<file path="src/rtl/hwpe_cfg_router.sv">
// Routes single-outstanding config transactions to one of N_HWPE engines,
// with timeout/bad-index error responses and event/busy aggregation.
module hwpe_cfg_router #(
    parameter int unsigned N_HWPE   = 2,
    parameter int unsigned N_CORES  = 8,
    parameter int unsigned ID_WIDTH = 8,
    parameter int unsigned SEL_LSB  = 8,
    parameter int unsigned TIMEOUT  = 255
) (
    input  logic                                 clk_i,
    input  logic                                 rst_i,
    input  logic                                 cfg_req_i,
    input  logic                                 cfg_wen_i,
    input  logic [31:0]                          cfg_add_i,
    input  logic [31:0]                          cfg_wdata_i,
    input  logic [3:0]                           cfg_be_i,
    input  logic [ID_WIDTH-1:0]                  cfg_id_i,
    output logic                                 cfg_gnt_o,
    output logic                                 cfg_r_valid_o,
    output logic [31:0]                          cfg_r_rdata_o,
    output logic [ID_WIDTH-1:0]                  cfg_r_id_o,
    output logic [N_HWPE-1:0]                    hwpe_req_o,
    output logic [31:0]                          hwpe_add_o,
    output logic [31:0]                          hwpe_data_o,
    output logic                                 hwpe_wen_o,
    output logic [3:0]                           hwpe_be_o,
    output logic [ID_WIDTH-1:0]                  hwpe_id_o,
    input  logic [N_HWPE-1:0]                    hwpe_gnt_i,
    input  logic [N_HWPE-1:0]                    hwpe_r_valid_i,
    input  logic [N_HWPE-1:0]                    hwpe_busy_i,
    input  logic [N_HWPE-1:0][31:0]              hwpe_r_data_i,
    input  logic [N_HWPE-1:0][N_CORES-1:0][1:0]  hwpe_evt_i,
    output logic [N_CORES-1:0][1:0]              evt_o,
    output logic                                 busy_o,
    output logic                                 err_o
);

    localparam int unsigned SEL_W = (N_HWPE > 1) ? $clog2(N_HWPE) : 1;

    typedef enum logic [1:0] {IDLE, REQ, WAIT, RESP} state_t;

    state_t                    state_q, state_d;
    logic [SEL_W-1:0]          sel;
    logic                      sel_ok;
    logic [SEL_W-1:0]          idx_q;
    logic [31:0]               add_q, wdata_q, data_q;
    logic                      wen_q, err_q, busy_q;
    logic [3:0]                be_q;
    logic [ID_WIDTH-1:0]       id_q;
    logic [15:0]               cnt_q;
    logic                      tmo;
    logic [N_HWPE-1:0]         sel_hit;
    logic                      gnt_sel, rv_sel;
    logic [31:0]               rdata_sel;
    logic [N_CORES-1:0][1:0]   evt_or, evt_q;

    assign sel    = cfg_add_i[SEL_LSB +: SEL_W];
    assign sel_ok = 32'(sel) < N_HWPE;
    assign tmo    = 32'(cnt_q) >= (TIMEOUT - 1);

    // Decode the latched index once; every per-engine mux keys off it.
    always_comb begin
        sel_hit   = '0;
        rdata_sel = '0;
        for (int e = 0; e < int'(N_HWPE); e++) begin
            sel_hit[e] = (32'(idx_q) == 32'(e));
            if (sel_hit[e]) rdata_sel = hwpe_r_data_i[e];
        end
    end

    assign gnt_sel = |(hwpe_gnt_i & sel_hit);
    assign rv_sel  = |(hwpe_r_valid_i & sel_hit);

    always_ff @(posedge clk_i) begin
        if (rst_i) state_q <= IDLE;
        else       state_q <= state_d;
    end

    always_comb begin
        state_d = state_q;
        unique case (state_q)
            IDLE: if (cfg_req_i) state_d = sel_ok ? REQ : RESP;
            REQ: begin
                if (gnt_sel && rv_sel) state_d = RESP;
                else if (tmo)          state_d = RESP;
                else if (gnt_sel)      state_d = WAIT;
            end
            WAIT: if (rv_sel || tmo) state_d = RESP;
            RESP:    state_d = IDLE;
            default: state_d = IDLE;
        endcase
    end

    always_ff @(posedge clk_i) begin
        if (rst_i) begin
            idx_q   <= '0;
            add_q   <= '0;
            wdata_q <= '0;
            wen_q   <= 1'b0;
            be_q    <= '0;
            id_q    <= '0;
            cnt_q   <= '0;
            err_q   <= 1'b0;
            data_q  <= '0;
        end else begin
            unique case (state_q)
                IDLE: if (cfg_req_i) begin
                    idx_q   <= sel;
                    add_q   <= cfg_add_i;
                    wdata_q <= cfg_wdata_i;
                    wen_q   <= cfg_wen_i;
                    be_q    <= cfg_be_i;
                    id_q    <= cfg_id_i;
                    cnt_q   <= '0;
                    err_q   <= !sel_ok;
                end
                REQ: begin
                    cnt_q <= cnt_q + 16'd1;
                    if (gnt_sel && rv_sel) data_q <= rdata_sel;
                    else if (tmo)          err_q  <= 1'b1;
                end
                WAIT: begin
                    cnt_q <= cnt_q + 16'd1;
                    if (rv_sel)   data_q <= rdata_sel;
                    else if (tmo) err_q  <= 1'b1;
                end
                default: ;
            endcase
        end
    end

    always_comb begin
        evt_or = '0;
        for (int e = 0; e < int'(N_HWPE); e++) evt_or = evt_or | hwpe_evt_i[e];
    end

    always_ff @(posedge clk_i) begin
        if (rst_i) begin
            busy_q <= 1'b0;
            evt_q  <= '0;
        end else begin
            busy_q <= (|hwpe_busy_i) || (state_q != IDLE);
            evt_q  <= evt_or;
        end
    end

    // Outputs are gated by rst_i so they read zero during the reset cycle itself.
    always_comb begin
        cfg_gnt_o     = !rst_i && (state_q == IDLE) && cfg_req_i;
        cfg_r_valid_o = !rst_i && (state_q == RESP);
        err_o         = cfg_r_valid_o && err_q;
        cfg_r_rdata_o = '0;
        cfg_r_id_o    = '0;
        if (cfg_r_valid_o) begin
            cfg_r_rdata_o = err_q ? 32'hDEAD_BEEF : data_q;
            cfg_r_id_o    = id_q;
        end
        hwpe_req_o = '0;
        if (!rst_i && (state_q == REQ)) hwpe_req_o = sel_hit;
        busy_o = !rst_i && busy_q;
        evt_o  = rst_i ? '0 : evt_q;
    end

    assign hwpe_add_o  = add_q;
    assign hwpe_data_o = wdata_q;
    assign hwpe_wen_o  = wen_q;
    assign hwpe_be_o   = be_q;
    assign hwpe_id_o   = id_q;

endmodule

</file>
<file path="config.mk">
export PLATFORM = sky130hd
export DESIGN_NAME = hwpe_cfg_router
export DESIGN_NICKNAME = d
export VERILOG_FILES = /design/src/rtl/hwpe_cfg_router.sv
export SDC_FILE = /design/constraint.sdc
export NUM_CORES = 1
export LEC_CHECK = 0
export ABC_AREA = 0
export CORE_ASPECT_RATIO = 0.8
export CORE_UTILIZATION = 25
export DETAILED_ROUTE_END_ITERATION = 8
export GPL_TIMING_DRIVEN = 0
export PLACE_DENSITY = 0.59
export SLEW_MARGIN = 20
export SYNTH_ARGS = -nofsm -noshare
export SYNTH_HDL_FRONTEND = slang
export SYNTH_SLANG_ARGS = --single-unit
</file>
<file path="constraint.sdc">
create_clock -name clk_i -period 2 [get_ports clk_i]
set_input_delay 0.4 -clock clk_i [delete_from_list [all_inputs] [get_ports clk_i]]
set_output_delay 0.4 -clock clk_i [all_outputs]
set_load 0.02 [all_outputs]
</file>
==> results.toml <==
[synthesis]
combinational_family_with_the_most_area_after_synthesis = "simple AND/OR/NAND/NOR gates"
yosys.area_share.adder_pct = 1.25
synth.distinct_cells = 36
post_synth_xor_area_fraction_pct = 1.60
post-synth-top-area-fraction_pct = 48.3
number_of_cells_produced_by_synthesis = 757
syn_area_per_cell_sq_um = 7.94
synth-edff-count = 0
synth.area.mux_share_pct = 6.18
synth_top_cell_by_area = "sky130_fd_sc_hd__dfxtp_1"
compound_gate_fraction_of_synth_area_pct = 13.0
synth-async-reset-ratio_pct = 0
postSynthRegisterBits = 145
synth_top_flop_cell = "sky130_fd_sc_hd__dfxtp_1"
number_of_synthesis_warnings = 0
post_synth_instance_area_sq_mm = 0.00601
synth.cells.most_frequent = "sky130_fd_sc_hd__nand2_1 (163), sky130_fd_sc_hd__dfxtp_1 (145), sky130_fd_sc_hd__nor2_1 (136)"
yosys.cell_count.top_type = "sky130_fd_sc_hd__nand2_1"
synthesis.nets = 945
post_synth_simple_gate_area_pct = 25.6
seq_area_frac_synth_pct = 48.3
netlist_top_cells_area = "sky130_fd_sc_hd__dfxtp_1 (48%), sky130_fd_sc_hd__nand2_1 (10%), sky130_fd_sc_hd__nor2_1 (8.5%)"

[worst_setup_path]
r2r.worst_path.cells = 8
criticalPathCategory = "reg2out"
cp_top_family = "flip-flops"
worst_setup_startpoint = "state_q[0]"
reg2reg_end = "cnt_q[13]"
timing.critical_path.from_type = "flop"
critPathMaxStageDelay_ps = 390
crit_path_cell_trace = "ha_4, nand2b_4, inv_6, and2_1, clkdlybuf4s15_2"
regToRegSetupSlack_ps = -20
timing.critical_path.slowest_stage_cell = "sky130_fd_sc_hd__dfxtp_4"
largest_fanout_on_the_critical_path = 10
regToRegStartpoint = "state_q[0]"
worst_ep_arrival_time_ps = 1650
cp.required_ps = 1600
worstPathBufferInverterCount = 2
endpoint_kind = "output pin"

[placed_design]
place_congestion = 0.787
placed_cell_areas_sq_mm = 0.00960
buffer_ports.inserted = 319
dp_hpwl_um = 16500

[power_and_ir_drop]
p_leak_uw = 0.00399
clock_power_share_pct = 28.5
seqPwrFrac_pct = 34.7
power_per_cell_area_mw_per_mm2 = 1040
total_switching_power_uw = 3830
worst_ir_drop_vdd_mv = 0.520
power.combinational.fraction_pct = 36.8
p_int_uw = 7110
sw_frac_of_total_pct = 35.0

[global_route]
antenna_violations_before_repair = 0
grt_max_degree = 17
grt_first_pass_wirelength_um = 33900
grt_remaining_overflow = 0
grt_pass1_vias = 6173
grt_overall_usage_pct = 17.9

[floorplanning]
std_cell_rows = 50
width_of_the_die_um = 175
dieHeight_um = 141
core_footprint_sq_mm = 0.0235
floorplan.initialDensity_pct = 25.6
dieArea_sq_mm = 0.0247
top_level_pins = 321

[sta]
finalHoldViolations = 0
timing.clock.skew_ps = 11.9
max_slew_margin_pct = 49.8
fmax_ghz = 0.489
layout_min_cycle_time_ps = 2050
setup_repair_after_global_routing_missed_its_margin = "yes"
final_critical_path_setup_slack_ps = -45.9
final-setup-viol-count = 12
worst_slew_pin_slew_ps = 753
final_max_tran_viols = 0
min_period_over_period_pct = 102

[clocking]
number_of_buffers_inserted_during_clock_tree_synthesis = 17
clk_transition_reported_paths_ps = 60
clock-sinks = 145
clock_path_buffers = 2
worstSkewPairLatency_ps = 420
cts_hold_buffers = 0
clock_tree.root_cell = "sky130_fd_sc_hd__clkbuf_16"
htreeDepth = 4
cts_tree = "done"

[final_layout]
syn2layout_area_growth_pct = 75.0
area.sequential_sq_mm = 0.00291
n_fill_cell = 2423
final_net_count = 1299
post-route-util_pct = 44.7
multi_input_area_sq_mm = 0.00305
antenna_cells = 0
design_area_sq_mm = 0.0105
post_route_cells_drive_above_1_share_pct = 14.2

[worst_hold_path]
worstHoldStart = "hwpe_data_o[4]"
worstHoldEndpoint = "hwpe_data_o[4]"
holdPathStages = 2
hp-class = "reg2reg"

[status]
violated_checks = "negative setup slack"
outcome = "finished, violations left"

[route]
dr.first_iter.drc_count = 294
via_count = 6318
drt-pass1-iter-count = 4
post_drt_via_cell_ratio = 4.40
drc = 0
postRouteAntennaNets = 0
totalWireLength_um = 22300
avgRoutedWirePerCell_um = 15.5

[job]
cap_viol_max_count = 0
timing repair:
item / in CTS / in global routing
setup buffers: 7 / 11
pin swaps: 9 / 12
setup endpoints to repair: 146 / 70
cloned: 0 / 2
gates resized for setup: 279 / 48
routing by layer:
metal | vias up | part of all wire [%] | track usage (%)
li1 | 3206 | - | -
met1 | 2847 | 44 | 21.9
met2 | 248 | 44 | 28.8
met3 | 17 | 11 | 7.55
met4 | 0 | 1.1 | 4.35
met5 | - | 0 | 0
sequential cells by signal, indices dropped and copies added, names as in the netlist:
name,count
data_q,32
hwpe_add_o,32
hwpe_data_o,32
cnt_q,16
evt_q,16
hwpe_id_o,8
hwpe_be_o,4
state_q,2
busy_q,1
err_q,1
hwpe_wen_o,1
cell usage in the layout (no fill, tap or decap), types with 7 or more instances in the layout:
cell                              count
sky130_fd_sc_hd__clkdlybuf4s50_1    256
sky130_fd_sc_hd__nand2_1            162
sky130_fd_sc_hd__dfxtp_1            141
sky130_fd_sc_hd__nor2_1             127
sky130_fd_sc_hd__a21oi_1             85
sky130_fd_sc_hd__buf_4               37
sky130_fd_sc_hd__mux2i_1             35
sky130_fd_sc_hd__a211oi_1            33
sky130_fd_sc_hd__clkbuf_1            22
sky130_fd_sc_hd__clkbuf_16           19
sky130_fd_sc_hd__nor2b_1             18
sky130_fd_sc_hd__dlygate4sd2_1       17
sky130_fd_sc_hd__buf_2               14
sky130_fd_sc_hd__buf_6               14
sky130_fd_sc_hd__clkbuf_2            10
sky130_fd_sc_hd__and2_1               9
sky130_fd_sc_hd__xnor2_1              9
sky130_fd_sc_hd__and2_4               8
sky130_fd_sc_hd__clkdlybuf4s15_2      7
final cells by class:
type / instances / area share, %
tap: 312 / 3.71
inverter: 9 / 0.416
clock buffer: 20 / 4.25
timing repair buffer: 338 / 31.1
sequential: 145 / 27.7
multi-input combinational: 550 / 28.9
buffer: 50 / 2.71
clock inverter: 12 / 1.20
how the worst max path moves through the flow:
stage | depth (start not counted) | endpoint | slack [ps]
after global placement | 5 | cfg_gnt_o | -1120
after global routing | 8 | cnt_q[15] | -100
after detailed placement | 5 | cfg_gnt_o | -1170
after floorplan | 3 | hwpe_req_o[1] | 2
final | 5 | cfg_r_id_o[7] | -50
after CTS | 4 | evt_o[15] | -140
worst register-to-register path: stages (launching register included):
cell	delay (ps)
sky130_fd_sc_hd__dfxtp_4	390
sky130_fd_sc_hd__inv_4	50
sky130_fd_sc_hd__ha_4	200
sky130_fd_sc_hd__mux2i_4	200
sky130_fd_sc_hd__or4b_4	570
sky130_fd_sc_hd__buf_4	170
sky130_fd_sc_hd__nor4_4	130
sky130_fd_sc_hd__xnor2_1	140
sky130_fd_sc_hd__nor2_1	50
power by group through the flow:
stage	logic (uW)	registers, uW	clock network, uW
after floorplan	1780	4110	0
after global placement	3660	3810	0
after detailed placement	3680	3820	0
after CTS	3930	3790	3230
after global routing	4410	3870	3350
final	4020	3790	3120
cells by family after synthesis:
| group | after synthesis |
|---|---|
| and+or+nand+nor | 362 |
| DFF | 145 |
| AOI/OAI and AO/OA | 133 |
| buffers and inverters | 63 |
| muxes | 37 |
| xor gates and xnor gates | 11 |
| adders and majority gates | 6 |
metrics by stage:
stage          TNS [ps]  total power [uW]  cells  setup WS (ps)  hold slack [ps]
2_1_floorplan         0              5890    757           2.28              472
3_3_place_gp    -115450              7470   1388          -1120              441
3_5_place_dp    -119520              7500   1388          -1170              446
4_1_cts           -1650             10900   1424           -140              454
5_1_grt           -1800             11600   1436           -104              473
6_report           -199             10900   1436          -45.9              453
Power figures use the tool's default switching activity.
